$ cat src/rtl/riscv_multicycle_ctrl_pkg.sv
// Shared constants for the multi-cycle RV32I sequencing controller:
// opcodes, FSM states, ALU codes and datapath mux selects.
package riscv_ctrl_pkg;

    localparam logic [6:0] OP_LW  = 7'b0000011;
    localparam logic [6:0] OP_SW  = 7'b0100011;
    localparam logic [6:0] OP_R   = 7'b0110011;
    localparam logic [6:0] OP_I   = 7'b0010011;
    localparam logic [6:0] OP_BEQ = 7'b1100011;
    localparam logic [6:0] OP_JAL = 7'b1101111;

    typedef enum logic [3:0] {
        S_FETCH    = 4'd0,
        S_DECODE   = 4'd1,
        S_MEMADR   = 4'd2,
        S_MEMREAD  = 4'd3,
        S_MEMWB    = 4'd4,
        S_MEMWRITE = 4'd5,
        S_EXEC_R   = 4'd6,
        S_EXEC_I   = 4'd7,
        S_ALUWB    = 4'd8,
        S_BEQ      = 4'd9,
        S_JAL      = 4'd10,
        S_HALT     = 4'd11
    } state_t;

    typedef enum logic [1:0] {
        ALUOP_ADD   = 2'b00,
        ALUOP_SUB   = 2'b01,
        ALUOP_FUNCT = 2'b10
    } alu_op_t;

    localparam logic [2:0] ALU_ADD = 3'b000;
    localparam logic [2:0] ALU_SUB = 3'b001;
    localparam logic [2:0] ALU_AND = 3'b010;
    localparam logic [2:0] ALU_OR  = 3'b011;
    localparam logic [2:0] ALU_SLT = 3'b101;

    localparam logic [1:0] SRCA_PC    = 2'b00;
    localparam logic [1:0] SRCA_OLDPC = 2'b01;
    localparam logic [1:0] SRCA_RD1   = 2'b10;

    localparam logic [1:0] SRCB_RD2  = 2'b00;
    localparam logic [1:0] SRCB_IMM  = 2'b01;
    localparam logic [1:0] SRCB_FOUR = 2'b10;

    localparam logic [1:0] RES_ALUOUT    = 2'b00;
    localparam logic [1:0] RES_DATA      = 2'b01;
    localparam logic [1:0] RES_ALURESULT = 2'b10;

    localparam logic [1:0] IMM_I = 2'b00;
    localparam logic [1:0] IMM_S = 2'b01;
    localparam logic [1:0] IMM_B = 2'b10;
    localparam logic [1:0] IMM_J = 2'b11;

    function automatic logic [1:0] imm_src_of(input logic [6:0] op);
        case (op)
            OP_SW:   return IMM_S;
            OP_BEQ:  return IMM_B;
            OP_JAL:  return IMM_J;
            default: return IMM_I;
        endcase
    endfunction

endpackage

$ cat src/rtl/riscv_multicycle_ctrl_if.sv
// Unified memory port handshake between the controller and memory.
interface riscv_multicycle_ctrl_if;
    logic mem_req;
    logic mem_write;
    logic mem_ready;

    modport master (output mem_req, output mem_write, input mem_ready);
    modport slave  (input mem_req, input mem_write, output mem_ready);
endinterface

$ cat src/rtl/riscv_multicycle_ctrl_alu_decoder.sv
// Maps alu_op plus instruction fields to the ALU operation code.
module riscv_alu_decoder
    import riscv_ctrl_pkg::*;
(
    input  alu_op_t    alu_op,
    input  logic [2:0] funct3,
    input  logic [6:0] funct7,
    input  logic [6:0] op,
    output logic [2:0] alu_control
);

    logic unused_bits;
    assign unused_bits = ^{funct7[6], funct7[4:0], op[6], op[4:0]};

    always_comb begin
        alu_control = ALU_ADD;
        case (alu_op)
            ALUOP_ADD: alu_control = ALU_ADD;
            ALUOP_SUB: alu_control = ALU_SUB;
            ALUOP_FUNCT: begin
                case (funct3)
                    // only R-type can subtract; addi ignores funct7
                    3'b000:  alu_control = (op[5] & funct7[5]) ? ALU_SUB : ALU_ADD;
                    3'b010:  alu_control = ALU_SLT;
                    3'b110:  alu_control = ALU_OR;
                    3'b111:  alu_control = ALU_AND;
                    default: alu_control = ALU_ADD;
                endcase
            end
            default: alu_control = ALU_ADD;
        endcase
    end

endmodule

$ cat src/rtl/riscv_multicycle_ctrl.sv
// Multi-cycle RV32I controller: sequences fetch/decode/execute/memory/writeback
// over one shared ALU and one memory port.
//  state      | meaning
//  FETCH      | read instruction, PC += 4
//  DECODE     | branch target into ALUOut, dispatch on op
//  MEMADR     | compute load/store address
//  MEMREAD    | load access
//  MEMWB      | write loaded data to register file
//  MEMWRITE   | store access
//  EXEC_R/I   | ALU operation
//  ALUWB      | write ALUOut to register file
//  BEQ        | compare, take branch on zero
//  JAL        | PC <- target, ALUOut <- PC+4
//  HALT       | unsupported opcode, wait for reset
module riscv_multicycle_ctrl
    import riscv_ctrl_pkg::*;
#(
    parameter int MEM_WAIT_MAX = 0
) (
    input  logic       clk,
    input  logic       rst,
    riscv_multicycle_ctrl_if.master mem,
    input  logic [6:0] op,
    input  logic [2:0] funct3,
    input  logic [6:0] funct7,
    input  logic       zero,
    output logic       adr_src,
    output logic       ir_write,
    output logic       pc_write,
    output logic       reg_write,
    output logic [1:0] alu_src_a,
    output logic [1:0] alu_src_b,
    output logic [1:0] result_src,
    output logic [1:0] imm_src,
    output logic [2:0] alu_control,
    output logic       illegal,
    output logic       mem_timeout,
    output logic [3:0] state
);

    localparam int CW = ($clog2(MEM_WAIT_MAX + 1) > 0) ? $clog2(MEM_WAIT_MAX + 1) : 1;
    localparam logic [CW-1:0] MAX_CNT  = CW'(MEM_WAIT_MAX);
    localparam logic [CW-1:0] LAST_CNT = CW'((MEM_WAIT_MAX > 0) ? MEM_WAIT_MAX - 1 : 0);

    state_t        st;
    alu_op_t       alu_op;
    logic          pc_update;
    logic          branch;
    logic          in_mem_state;
    logic [CW-1:0] wait_cnt;

    assign state        = st;
    assign in_mem_state = (st == S_FETCH) || (st == S_MEMREAD) || (st == S_MEMWRITE);

    always_ff @(posedge clk or posedge rst) begin
        if (rst) begin
            st          <= S_FETCH;
            illegal     <= 1'b0;
            mem_timeout <= 1'b0;
            wait_cnt    <= '0;
        end else begin
            case (st)
                S_FETCH:    if (mem.mem_ready) st <= S_DECODE;
                S_DECODE: begin
                    case (op)
                        OP_LW, OP_SW: st <= S_MEMADR;
                        OP_R:         st <= S_EXEC_R;
                        OP_I:         st <= S_EXEC_I;
                        OP_BEQ:       st <= S_BEQ;
                        OP_JAL:       st <= S_JAL;
                        default: begin
                            st      <= S_HALT;
                            illegal <= 1'b1;
                        end
                    endcase
                end
                S_MEMADR:   st <= op[5] ? S_MEMWRITE : S_MEMREAD;
                S_MEMREAD:  if (mem.mem_ready) st <= S_MEMWB;
                S_MEMWB:    st <= S_FETCH;
                S_MEMWRITE: if (mem.mem_ready) st <= S_FETCH;
                S_EXEC_R:   st <= S_ALUWB;
                S_EXEC_I:   st <= S_ALUWB;
                S_ALUWB:    st <= S_FETCH;
                S_BEQ:      st <= S_FETCH;
                S_JAL:      st <= S_ALUWB;
                S_HALT:     st <= S_HALT;
                default:    st <= S_FETCH;
            endcase

            // Counter saturates at the limit so the pulse fires once per wait.
            mem_timeout <= 1'b0;
            if (in_mem_state && !mem.mem_ready) begin
                if (wait_cnt != MAX_CNT) begin
                    wait_cnt    <= wait_cnt + 1'b1;
                    mem_timeout <= (wait_cnt == LAST_CNT);
                end
            end else begin
                wait_cnt <= '0;
            end
        end
    end

    always_comb begin
        mem.mem_req   = 1'b0;
        mem.mem_write = 1'b0;
        adr_src       = 1'b0;
        ir_write      = 1'b0;
        pc_update     = 1'b0;
        branch        = 1'b0;
        reg_write     = 1'b0;
        alu_src_a     = SRCA_PC;
        alu_src_b     = SRCB_RD2;
        result_src    = RES_ALUOUT;
        alu_op        = ALUOP_ADD;
        case (st)
            S_FETCH: begin
                mem.mem_req = 1'b1;
                alu_src_b   = SRCB_FOUR;
                result_src  = RES_ALURESULT;
                ir_write    = mem.mem_ready;
                pc_update   = mem.mem_ready;
            end
            S_DECODE: begin
                alu_src_a = SRCA_OLDPC;
                alu_src_b = SRCB_IMM;
            end
            S_MEMADR: begin
                alu_src_a = SRCA_RD1;
                alu_src_b = SRCB_IMM;
            end
            S_MEMREAD: begin
                mem.mem_req = 1'b1;
                adr_src     = 1'b1;
            end
            S_MEMWB: begin
                result_src = RES_DATA;
                reg_write  = 1'b1;
            end
            S_MEMWRITE: begin
                mem.mem_req   = 1'b1;
                mem.mem_write = 1'b1;
                adr_src       = 1'b1;
            end
            S_EXEC_R: begin
                alu_src_a = SRCA_RD1;
                alu_src_b = SRCB_RD2;
                alu_op    = ALUOP_FUNCT;
            end
            S_EXEC_I: begin
                alu_src_a = SRCA_RD1;
                alu_src_b = SRCB_IMM;
                alu_op    = ALUOP_FUNCT;
            end
            S_ALUWB: reg_write = 1'b1;
            S_BEQ: begin
                alu_src_a = SRCA_RD1;
                alu_src_b = SRCB_RD2;
                alu_op    = ALUOP_SUB;
                branch    = 1'b1;
            end
            S_JAL: begin
                alu_src_a = SRCA_OLDPC;
                alu_src_b = SRCB_FOUR;
                pc_update = 1'b1;
            end
            default: ;
        endcase
    end

    assign pc_write = pc_update | (branch & zero);
    assign imm_src  = imm_src_of(op);

    riscv_alu_decoder u_alu_dec (
        .alu_op      (alu_op),
        .funct3      (funct3),
        .funct7      (funct7),
        .op          (op),
        .alu_control (alu_control)
    );

endmodule

$ cat src/flat_wrapper.sv
// flat-port wrapper written by rule: the top's interface ports become plain ports
module riscv_multicycle_ctrl_flat import riscv_ctrl_pkg::*;
#(
    parameter int MEM_WAIT_MAX = 0
)
  (clk, rst, op, funct3, funct7, zero, adr_src, ir_write, pc_write, reg_write, alu_src_a, alu_src_b, result_src, imm_src, alu_control, illegal, mem_timeout, state, mem_mem_req, mem_mem_write, mem_mem_ready);
  riscv_multicycle_ctrl_if mem_i ();
  input  logic clk;
  input  logic rst;
  input  logic [6:0] op;
  input  logic [2:0] funct3;
  input  logic [6:0] funct7;
  input  logic zero;
  output logic adr_src;
  output logic ir_write;
  output logic pc_write;
  output logic reg_write;
  output logic [1:0] alu_src_a;
  output logic [1:0] alu_src_b;
  output logic [1:0] result_src;
  output logic [1:0] imm_src;
  output logic [2:0] alu_control;
  output logic illegal;
  output logic mem_timeout;
  output logic [3:0] state;
  output wire logic [$bits(mem_i.mem_req)-1:0] mem_mem_req;
  output wire logic [$bits(mem_i.mem_write)-1:0] mem_mem_write;
  input wire logic [$bits(mem_i.mem_ready)-1:0] mem_mem_ready;
  assign mem_mem_req = mem_i.mem_req;
  assign mem_mem_write = mem_i.mem_write;
  assign mem_i.mem_ready = mem_mem_ready;
  riscv_multicycle_ctrl #(.MEM_WAIT_MAX(MEM_WAIT_MAX)) u_core (.clk(clk), .rst(rst), .mem(mem_i), .op(op), .funct3(funct3), .funct7(funct7), .zero(zero), .adr_src(adr_src), .ir_write(ir_write), .pc_write(pc_write), .reg_write(reg_write), .alu_src_a(alu_src_a), .alu_src_b(alu_src_b), .result_src(result_src), .imm_src(imm_src), .alu_control(alu_control), .illegal(illegal), .mem_timeout(mem_timeout), .state(state));
endmodule
$ cat config.mk
export PLATFORM = sky130hd
export DESIGN_NAME = riscv_multicycle_ctrl_flat
export DESIGN_NICKNAME = d
export VERILOG_FILES = /design/src/rtl/riscv_multicycle_ctrl_pkg.sv /design/src/rtl/riscv_multicycle_ctrl_if.sv /design/src/rtl/riscv_multicycle_ctrl_alu_decoder.sv /design/src/rtl/riscv_multicycle_ctrl.sv /design/src/flat_wrapper.sv
export SDC_FILE = /design/constraint.sdc
export NUM_CORES = 1
export LEC_CHECK = 0
export ABC_AREA = 1
export CAP_MARGIN = 20
export CORE_MARGIN = 5
export CORE_UTILIZATION = 35
export DETAILED_ROUTE_END_ITERATION = 8
export PLACE_DENSITY = 0.82
export RECOVER_POWER = 25
export SYNTH_ARGS = -nofsm -noshare
export SYNTH_HDL_FRONTEND = slang
export SYNTH_SLANG_ARGS = --single-unit
export TNS_END_PERCENT = 100
$ cat constraint.sdc
create_clock -name clk -period 2.15 [get_ports clk]
set_input_delay 0.3225 -clock clk [delete_from_list [all_inputs] [get_ports clk]]
set_output_delay 0.3225 -clock clk [all_outputs]
set_load 0.005 [all_outputs]
==> flow_metrics.env, run 1 <==
export IMPL_worstPathMaxFanout=4
export IMPL_synth_seq_cells=5
export IMPL_core_area_sq_um=1670
export IMPL_end_kind="output pin"
export IMPL_seq_area_frac_synth=0.208
export IMPL_synth_top_cell_area_share=0.208
export IMPL_async_flop_share=1.00
export IMPL_yosys_warnings=0
export IMPL_drtIter0Drc=11
export IMPL_clock_sinks=5
export IMPL_avgViaCountPerCell=4.55
export IMPL_final_cell_mix="clkdlybuf4s50_1, inv_1, nand2_1, buf_4"
export IMPL_die_w_um=51.4
export IMPL_instances_no_fill=175
export IMPL_fin_nets=182
export IMPL_wl_per_cell_um=11.1
export IMPL_powerDensity_nw_per_um2=1180
export IMPL_io_buffers=36
export IMPL_syn_area_per_cell_sq_um=5.72
export IMPL_vias=797
export IMPL_postRouteAntennaNets=0
export IMPL_grt_pass1_wl_um=3000
export IMPL_n_antenna_cell=0
export IMPL_crit_path_top_delay_cell="clkdlybuf4s50_1"
export IMPL_critPathBufInv=2
export IMPL_seqPwrFrac=0.118
export IMPL_drive_gt1_frac=0.285
export IMPL_place_inst=167
export IMPL_drc_errors=0
export IMPL_die_y_um=51.4
export IMPL_crit_type="reg2out"
export IMPL_grt_pass1_vias=752
export IMPL_cts_buffer_depth=2
export IMPL_dieArea_sq_um=2640
export IMPL_ios=44
export IMPL_required_ns=1.83
export IMPL_gp_congestion=0.883
export IMPL_finish_utilization=0.697
export IMPL_switching_power_w=0.000593
export IMPL_dp_hpwl_um=1590
export IMPL_clock_fmax_ghz=0.478
export IMPL_hold_violations=0
export IMPL_synth_edf_count=0
export IMPL_internal_power_w=0.000776
export IMPL_globalRoute_totalOverflow=0
export IMPL_min_period_ns=2.09
export IMPL_cts_root_buf="clkbuf_4"
export IMPL_start_kind="flop"
export IMPL_setup_viol=0
export IMPL_final_common_cell="clkdlybuf4s50_1"
export IMPL_p_clk_frac=0.077
export IMPL_cp_arrival_ns=1.77
export IMPL_antenna_found_initial=0
export IMPL_slowest_delay_ns=0.52
export IMPL_cpMostUsedCell="nand3_2"
export IMPL_ys_top_cells_by_area="dfrtp_1, inv_1, nand2_1"
export IMPL_area_growth_syn_to_layout_pct=94.0
export IMPL_initial_utilization=0.360
export IMPL_switching_share=0.433
export IMPL_worstSkewPairLatency_ns=0.24
export IMPL_ys_types=22
export IMPL_ys_flop_type="dfrtp_1"
export IMPL_path_delay_family="buffers and inverters"
export IMPL_status="completed"
export IMPL_clock_skew_ns=0.000989
export IMPL_track_usage=0.146
export IMPL_cts_tree="built"
export IMPL_leakage_nw=0.686
export IMPL_finalPower_w=0.00137
export IMPL_hold_path_class="in2async"
export IMPL_syn_nets=128
export IMPL_synth_area_sq_um=601
export IMPL_numCtsBuffers=3
export IMPL_synthCells=105
export IMPL_dr_pass1_iters=4
export IMPL_cp_cell_sequence="buf_4, nor2_4, nand3_2, nand3_2, clkdlybuf4s50_1"
export IMPL_yosys_area_top_type="dfrtp_1"
export IMPL_nFillCells=131
export IMPL_drv_slew=0
export IMPL_drt_total_wl_um=1940
export IMPL_rsz0062_at_grt="true"
export IMPL_path_clk_slew_ns=0.04
export IMPL_cts_max_level=1
export IMPL_drv_cap=0
export IMPL_max_vdd_ir_drop_v=0.000835
export IMPL_timing_final_crit_share=0.973
export IMPL_grt_max_degree=7
export IMPL_combPwrFrac=0.805
export IMPL_row_count=15
-- worst reg2reg max path, cell delays in order (launching register included) --
cell,delay [ns]
dfrtp_1,0.42
buf_4,0.17
nor2_4,0.18
inv_2,0.08
nor2_4,0.12
buf_4,0.14
nand2_2,0.06
inv_2,0.05
nand2_2,0.06
nand3_2,0.07
nand2_1,0.04
nand2_1,0.05
-- cell type report --
cell class	count	area [sq um]	area share
sequential	5	125	0.107
clock buffer	4	26.3	0.0226
tap	17	21.3	0.0183
timing repair buffer	50	464	0.398
inverter	28	105	0.0902
multi-input combinational	71	423	0.363
-- state kept, by name, indices dropped and copies added (netlist names) --
register,flops
u_core.illegal,1
u_core.state,4
-- path summary, 6_finish.rpt --
check | slack (ns) | end | cells past startpoint | from
max in group asynchronous | 1.58 | u_core.state[2] | 2 | rst
worst min register to register | 0.47 | u_core.illegal | 2 | u_core.illegal
min in group clk | 0.47 | u_core.illegal | 2 | u_core.illegal
worst max-delay path | 0.06 | mem_mem_req | 5 | u_core.state[3]
worst max register to register | 0.67 | u_core.state[0] | 11 | u_core.state[3]
worst min-delay path | 0.41 | u_core.state[3] | 2 | rst
-- timing repair --
item	4_1_cts	5_1_grt
hold buffers	0	0
pin swaps	3	2
buffers inserted	3	1
cloned	0	0
endpoints found under the setup margin	4	10
resized for setup	8	23
-- synthesized netlist by cell type (2+ instances only) --
cell / instances
nand2_2: 5
nor3_1: 2
ha_1: 2
nand2_1: 21
inv_1: 26
a21oi_1: 6
nand3_1: 8
nand3_2: 2
inv_2: 2
dfrtp_1: 5
nor2_1: 15
-- logic make-up (layout without fill, tap and decap cells) --
logic type / Yosys count / count (layout) / share of synthesized area
AO/OA/AOI/OAI: 11 / 11 / 0.113
other: 1 / 1 / 0.00624
adder cells (fa/ha/maj): 2 / 2 / 0.0417
buffers and inverters: 29 / 82 / 0.188
flip-flops: 5 / 5 / 0.208
AND/OR/NAND/NOR: 57 / 57 / 0.444
-- metal layers --
layer / GRT usage / vias to the layer above / part of all wire
met5: 0 / - / 0
met4: 0.0524 / 0 / 0
met3: 0.0204 / 0 / 0.049
met2: 0.258 / 22 / 0.52
met1: 0.177 / 351 / 0.43
li1: - / 424 / -
-- power by group through the flow --
stage / clock network, W / logic [W] / registers [W]
after CTS: 0.000111 / 0.00102 / 0.000159
after floorplan: 0 / 0.000423 / 0.000181
after global placement: 0 / 0.000965 / 0.000154
final: 0.000105 / 0.00110 / 0.000162
after global routing: 0.000128 / 0.00120 / 0.000166
after detailed placement: 0 / 0.000985 / 0.000155
-- metrics by stage --
step / area, sq um / hold WS (ns) / setup TNS [ns] / worst slack [ns]
finish: 1160 / 0.412 / 0 / 0.0588
floorplan: 601 / 0.101 / 0 / 0.537
global route: 1160 / 0.409 / -0.0590 / -0.0277
global placement: 1050 / 0.450 / 0 / 0.0196
detailed placement: 1050 / 0.463 / -0.0172 / -0.0172
CTS: 1110 / 0.268 / 0 / 0.00515
No activity file was read; power rests on OpenSTA's default activity.
==> run 2, diff against run 1 <==
- clock period: 2.15 -> 2.6 ns (I/O delays scaled with it)
==> flow_metrics.env, run 2 (synthesis gave the netlist of run 1 again) <==
export IMPL_r2r_start="u_core.state[3]"
export IMPL_worstSkewPairLatency_ns=0.23
export IMPL_path_clk_slew_ns=0.04
export IMPL_n_antenna_cell=0
export IMPL_finalPower_w=0.000955
export IMPL_vias=748
export IMPL_min_period_ns=2.44
export IMPL_core_area_sq_um=1670
export IMPL_clock_fmax_ghz=0.410
export IMPL_end_kind="output pin"
export IMPL_cts_tree="built"
export IMPL_drv_slew=0
export IMPL_cts_buffer_depth=2
export IMPL_cts_max_level=1
export IMPL_timing_final_crit_share=0.938
export IMPL_cp_arrival_ns=2.05
export IMPL_track_usage=0.129
export IMPL_crit_path_top_delay_cell="clkdlybuf4s50_1"
export IMPL_fin_nets=168
export IMPL_required_ns=2.21
export IMPL_final_cell_mix="clkdlybuf4s50_1, inv_1, nand2_1, nor2_1, nand3_1"
export IMPL_antenna_found_initial=0
export IMPL_wl_per_cell_um=10.4
export IMPL_hold_path_startpoint="u_core.illegal"
export IMPL_powerDensity_nw_per_um2=942
export IMPL_path_delay_family="buffers and inverters"
export IMPL_area_growth_syn_to_layout_pct=69.0
export IMPL_hold_path_class="reg2reg"
export IMPL_dr_pass1_iters=4
export IMPL_globalRoute_totalOverflow=0
export IMPL_hold_violations=0
export IMPL_status="completed"
export IMPL_gp_congestion=0.872
export IMPL_r2r_slack_ns=1.36
export IMPL_drv_cap=0
export IMPL_drive_gt1_frac=0.125
export IMPL_row_count=15
export IMPL_max_vdd_ir_drop_v=0.000524
export IMPL_drt_total_wl_um=1670
export IMPL_setup_viol=0
export IMPL_slowest_delay_ns=0.55
export IMPL_grt_max_degree=8
export IMPL_crit_type="reg2out"
export IMPL_place_area_sq_um=975
export IMPL_die_w_um=51.4
export IMPL_grt_pass1_wl_um=2690
export IMPL_drtIter0Drc=10
export IMPL_worstPathMaxFanout=4
export IMPL_start_kind="flop"
export IMPL_die_y_um=51.4
export IMPL_clock_skew_ns=0.000333
export IMPL_dp_hpwl_um=1480
export IMPL_numCtsBuffers=3
export IMPL_cts_resized=0
export IMPL_hold_buffers=0
export IMPL_critPathBufInv=2
export IMPL_fin_tns_setup_ns=0
export IMPL_clock_sinks=5
export IMPL_cts_root_buf="clkbuf_4"
export IMPL_io_buffers=36
export IMPL_largest_reg_flops=4
export IMPL_final_common_cell="clkdlybuf4s50_1"
export IMPL_drc_errors=0
export IMPL_critPathLaunch="u_core.state[2]"
export IMPL_grt_pass1_vias=661
export IMPL_leakage_nw=0.539
export IMPL_postRouteAntennaNets=0
export IMPL_avgViaCountPerCell=4.65
export IMPL_dieArea_sq_um=2640
export IMPL_fin_area_sq_um=1010
export IMPL_cp_cell_sequence="inv_1, nand2_1, nor2_4, ha_1, nor4_1, clkdlybuf4s50_1"
export IMPL_initial_utilization=0.360
export IMPL_postCtsSetupBuffers=0
export IMPL_ios=44
-- run 2: through the flow --
step	instances	hold slack, ns	setup WS, ns	util
floorplan	105	0.169	0.919	-
global placement	157	0.452	0.297	0.584
detailed placement	157	0.459	0.288	0.584
CTS	161	0.340	0.0224	0.599
global route	161	0.495	-0.000877	0.607
finish	161	0.470	0.160	0.607
-- run 2: final cells by class --
class / instances / area [sq um]
Sequential cell: 5 / 126
Fill cell: 170 / 656
Inverter: 28 / 105
Clock buffer: 4 / 26.3
Timing Repair Buffer: 36 / 360
Tap cell: 17 / 21.3
Multi-Input combinational cell: 71 / 375
-- run 2: routing by layer --
metal	vias to the layer above	part of all wire	global-route usage
met5	-	0	0
met4	0	0	0.0524
met3	0	0.068	0.0262
met2	21	0.52	0.225
met1	333	0.41	0.152
li1	394	-	-
-- run 2: where the power goes --
group	internal, W	switching (W)
logic	0.000377	0.000336
registers	0.000111	0.0000463
clock network	0.0000578	0.0000281
-- run 2: final timing paths --
path,to,cells after the start
hold reg to reg,u_core.illegal,2
setup / recovery,alu_control[2],6
min in group asynchronous,u_core.state[3],2
setup reg to reg,u_core.state[0],9
max in group asynchronous,u_core.state[1],2
hold / removal,u_core.illegal,2
-- run 2: worst register-to-register path, cell delays in order, from the launching register on --
cell,delay (ns)
dfrtp_1,0.41
nor2_2,0.17
inv_1,0.11
nor2_4,0.14
nand2_2,0.08
inv_2,0.05
nand2_2,0.05
nand3_2,0.06
nand2_1,0.05
nand2_1,0.05
==> run 3, diff against run 2 <==
- CORE_AREA: not set -> 5 5 42 44
- CORE_MARGIN: 5 -> not set
- CORE_UTILIZATION: 35 -> not set
- DIE_AREA: not set -> 0 0 47 49
- DONT_BUFFER_PORTS: not set -> 1
- PLACE_DENSITY: 0.82 -> not set
==> flow_metrics.env, run 3 (synthesis gave the netlist of run 1 again) <==
export IMPL_status="completed"
export IMPL_area_growth_syn_to_layout_pct=8.13
export IMPL_dieArea_sq_um=2300
export IMPL_drc_errors=0
export IMPL_fin_tns_setup_ns=0
export IMPL_leakage_nw=0.410
export IMPL_grt_max_degree=8
export IMPL_cpMostUsedCell="nor2_1"
export IMPL_slowest_delay_ns=0.43
export IMPL_crit_path_top_delay_cell="dfrtp_1"
export IMPL_powerDensity_nw_per_um2=1020
export IMPL_gp_congestion=0.770
export IMPL_grt_pass1_wl_um=2210
export IMPL_grt_pass1_vias=570
export IMPL_ios=44
export IMPL_finalPower_w=0.000661
export IMPL_numCtsBuffers=3
export IMPL_max_vdd_ir_drop_v=0.000483
export IMPL_io_buffers=0
export IMPL_final_cell_mix="inv_1, nand2_1, nor2_1, nand3_1, a21oi_1"
export IMPL_cts_buffer_depth=2
export IMPL_vias=619
export IMPL_cts_root_buf="clkbuf_4"
export IMPL_avgViaCountPerCell=4.95
export IMPL_path_clk_slew_ns=0.05
export IMPL_min_period_ns=2.08
export IMPL_place_inst=120
export IMPL_dp_hpwl_um=1230
export IMPL_cts_max_level=1
export IMPL_final_common_cell="inv_1"
export IMPL_required_ns=2.21
export IMPL_rsz0062_at_grt="false"
export IMPL_cp_arrival_ns=1.69
export IMPL_die_w_um=47
export IMPL_drt_total_wl_um=1430
export IMPL_holdWs_ns=0.275
export IMPL_globalRoute_totalOverflow=0
export IMPL_drtIter0Drc=8
export IMPL_fin_nets=133
export IMPL_finish_utilization=0.463
export IMPL_hold_path_class="in2reg"
export IMPL_start_kind="flop"
export IMPL_postRouteAntennaNets=0
export IMPL_drv_slew=0
export IMPL_core_area_sq_um=1400
export IMPL_clock_fmax_ghz=0.480
export IMPL_crit_type="reg2out"
export IMPL_clock_sinks=5
export IMPL_track_usage=0.126
export IMPL_die_y_um=49
export IMPL_worstSkewPairLatency_ns=0.24
export IMPL_drive_gt1_frac=0.128
export IMPL_setup_viol=0
export IMPL_dr_pass1_iters=4
export IMPL_largest_reg_flops=4
export IMPL_wl_per_cell_um=11.4
export IMPL_hold_violations=0
export IMPL_worstPathMaxFanout=4
export IMPL_clock_skew_ns=0.00533
export IMPL_n_antenna_cell=0
export IMPL_row_count=14
export IMPL_initial_utilization=0.429
export IMPL_timing_final_crit_share=0.801
export IMPL_cts_tree="built"
export IMPL_drv_cap=0
export IMPL_end_kind="output pin"
export IMPL_instances_no_fill=125
export IMPL_postCtsSetupBuffers=0
export IMPL_antenna_found_initial=0
export IMPL_cp_cell_sequence="nor2_1, nand2_1, inv_1, ha_1, nand2_1, nor2_1, nor2_1, a21oi_1"
export IMPL_nFillCells=160
==> run 3: changes by cell type in the layout (fill, tap and decap cells not counted) <==
cell / before / now
nand2_2: 6 / 5
dfrtp_1: 4 / 5
dfrtp_2: 1 / 0
dlygate4sd3_1: 2 / 1
nor2_4: 2 / 1
nor2_2: 2 / 1
nor2_1: 13 / 15
nand2_1: 20 / 21
clkdlybuf4s50_1: 34 / 0
==> run 3: per-layer routing <==
metal	global-route usage	part of all wire
met5	0	0
met1	0.150	0.45
met2	0.199	0.43
met4	0.0415	0.0091
met3	0.0517	0.11
==> run 3: worst paths after layout <==
path,slack [ns],end,start,cells after the start
worst min-delay path,0.27,u_core.state[2],mem_mem_ready,1
min in group asynchronous,0.48,u_core.state[2],rst,2
worst max register to register,1.33,u_core.state[0],u_core.state[3],9
worst min register to register,0.49,u_core.illegal,u_core.illegal,2
max in group asynchronous,1.95,u_core.state[1],rst,2
worst max-delay path,0.52,alu_control[0],u_core.state[3],8
==> run 3: final cells by class <==
cell class | count | area, sq um | share of cell area
sequential | 5 | 125 | 0.193
clock buffer | 4 | 26.3 | 0.0405
tap | 16 | 20.0 | 0.0308
timing repair buffer | 1 | 10.0 | 0.0154
multi-input combinational | 71 | 363 | 0.559
inverter | 28 | 105 | 0.162
==> run 3: timing repair <==
item,4_1_cts,5_1_grt
hold endpoints to repair,5,0
endpoints found under the setup margin,0,0
hold buffers,1,0
gates resized for setup,0,0
==> run 3: critical path: cells and delay by family (launching register included) <==
kind                       cells  cell delay, ns
DFF                            1            0.43
adders and majority gates      1            0.16
AOI/OAI and AO/OA              1            0.18
and+or+nand+nor                5            0.58
buffers and inverters          1            0.09
==> run 3: per-stage QoR <==
step	cell area [sq um]	setup slack, ns
after floorplan	601	0.919
after global placement	613	0.766
after detailed placement	613	0.759
after CTS	649	0.485
after global routing	649	0.308
final	649	0.517
==> run 3: power by group <==
part	switching [W]	total (W)	internal [W]
clock network	0.0000305	0.0000884	0.0000579
registers	0.0000519	0.000161	0.000109
logic	0.000275	0.000412	0.000138
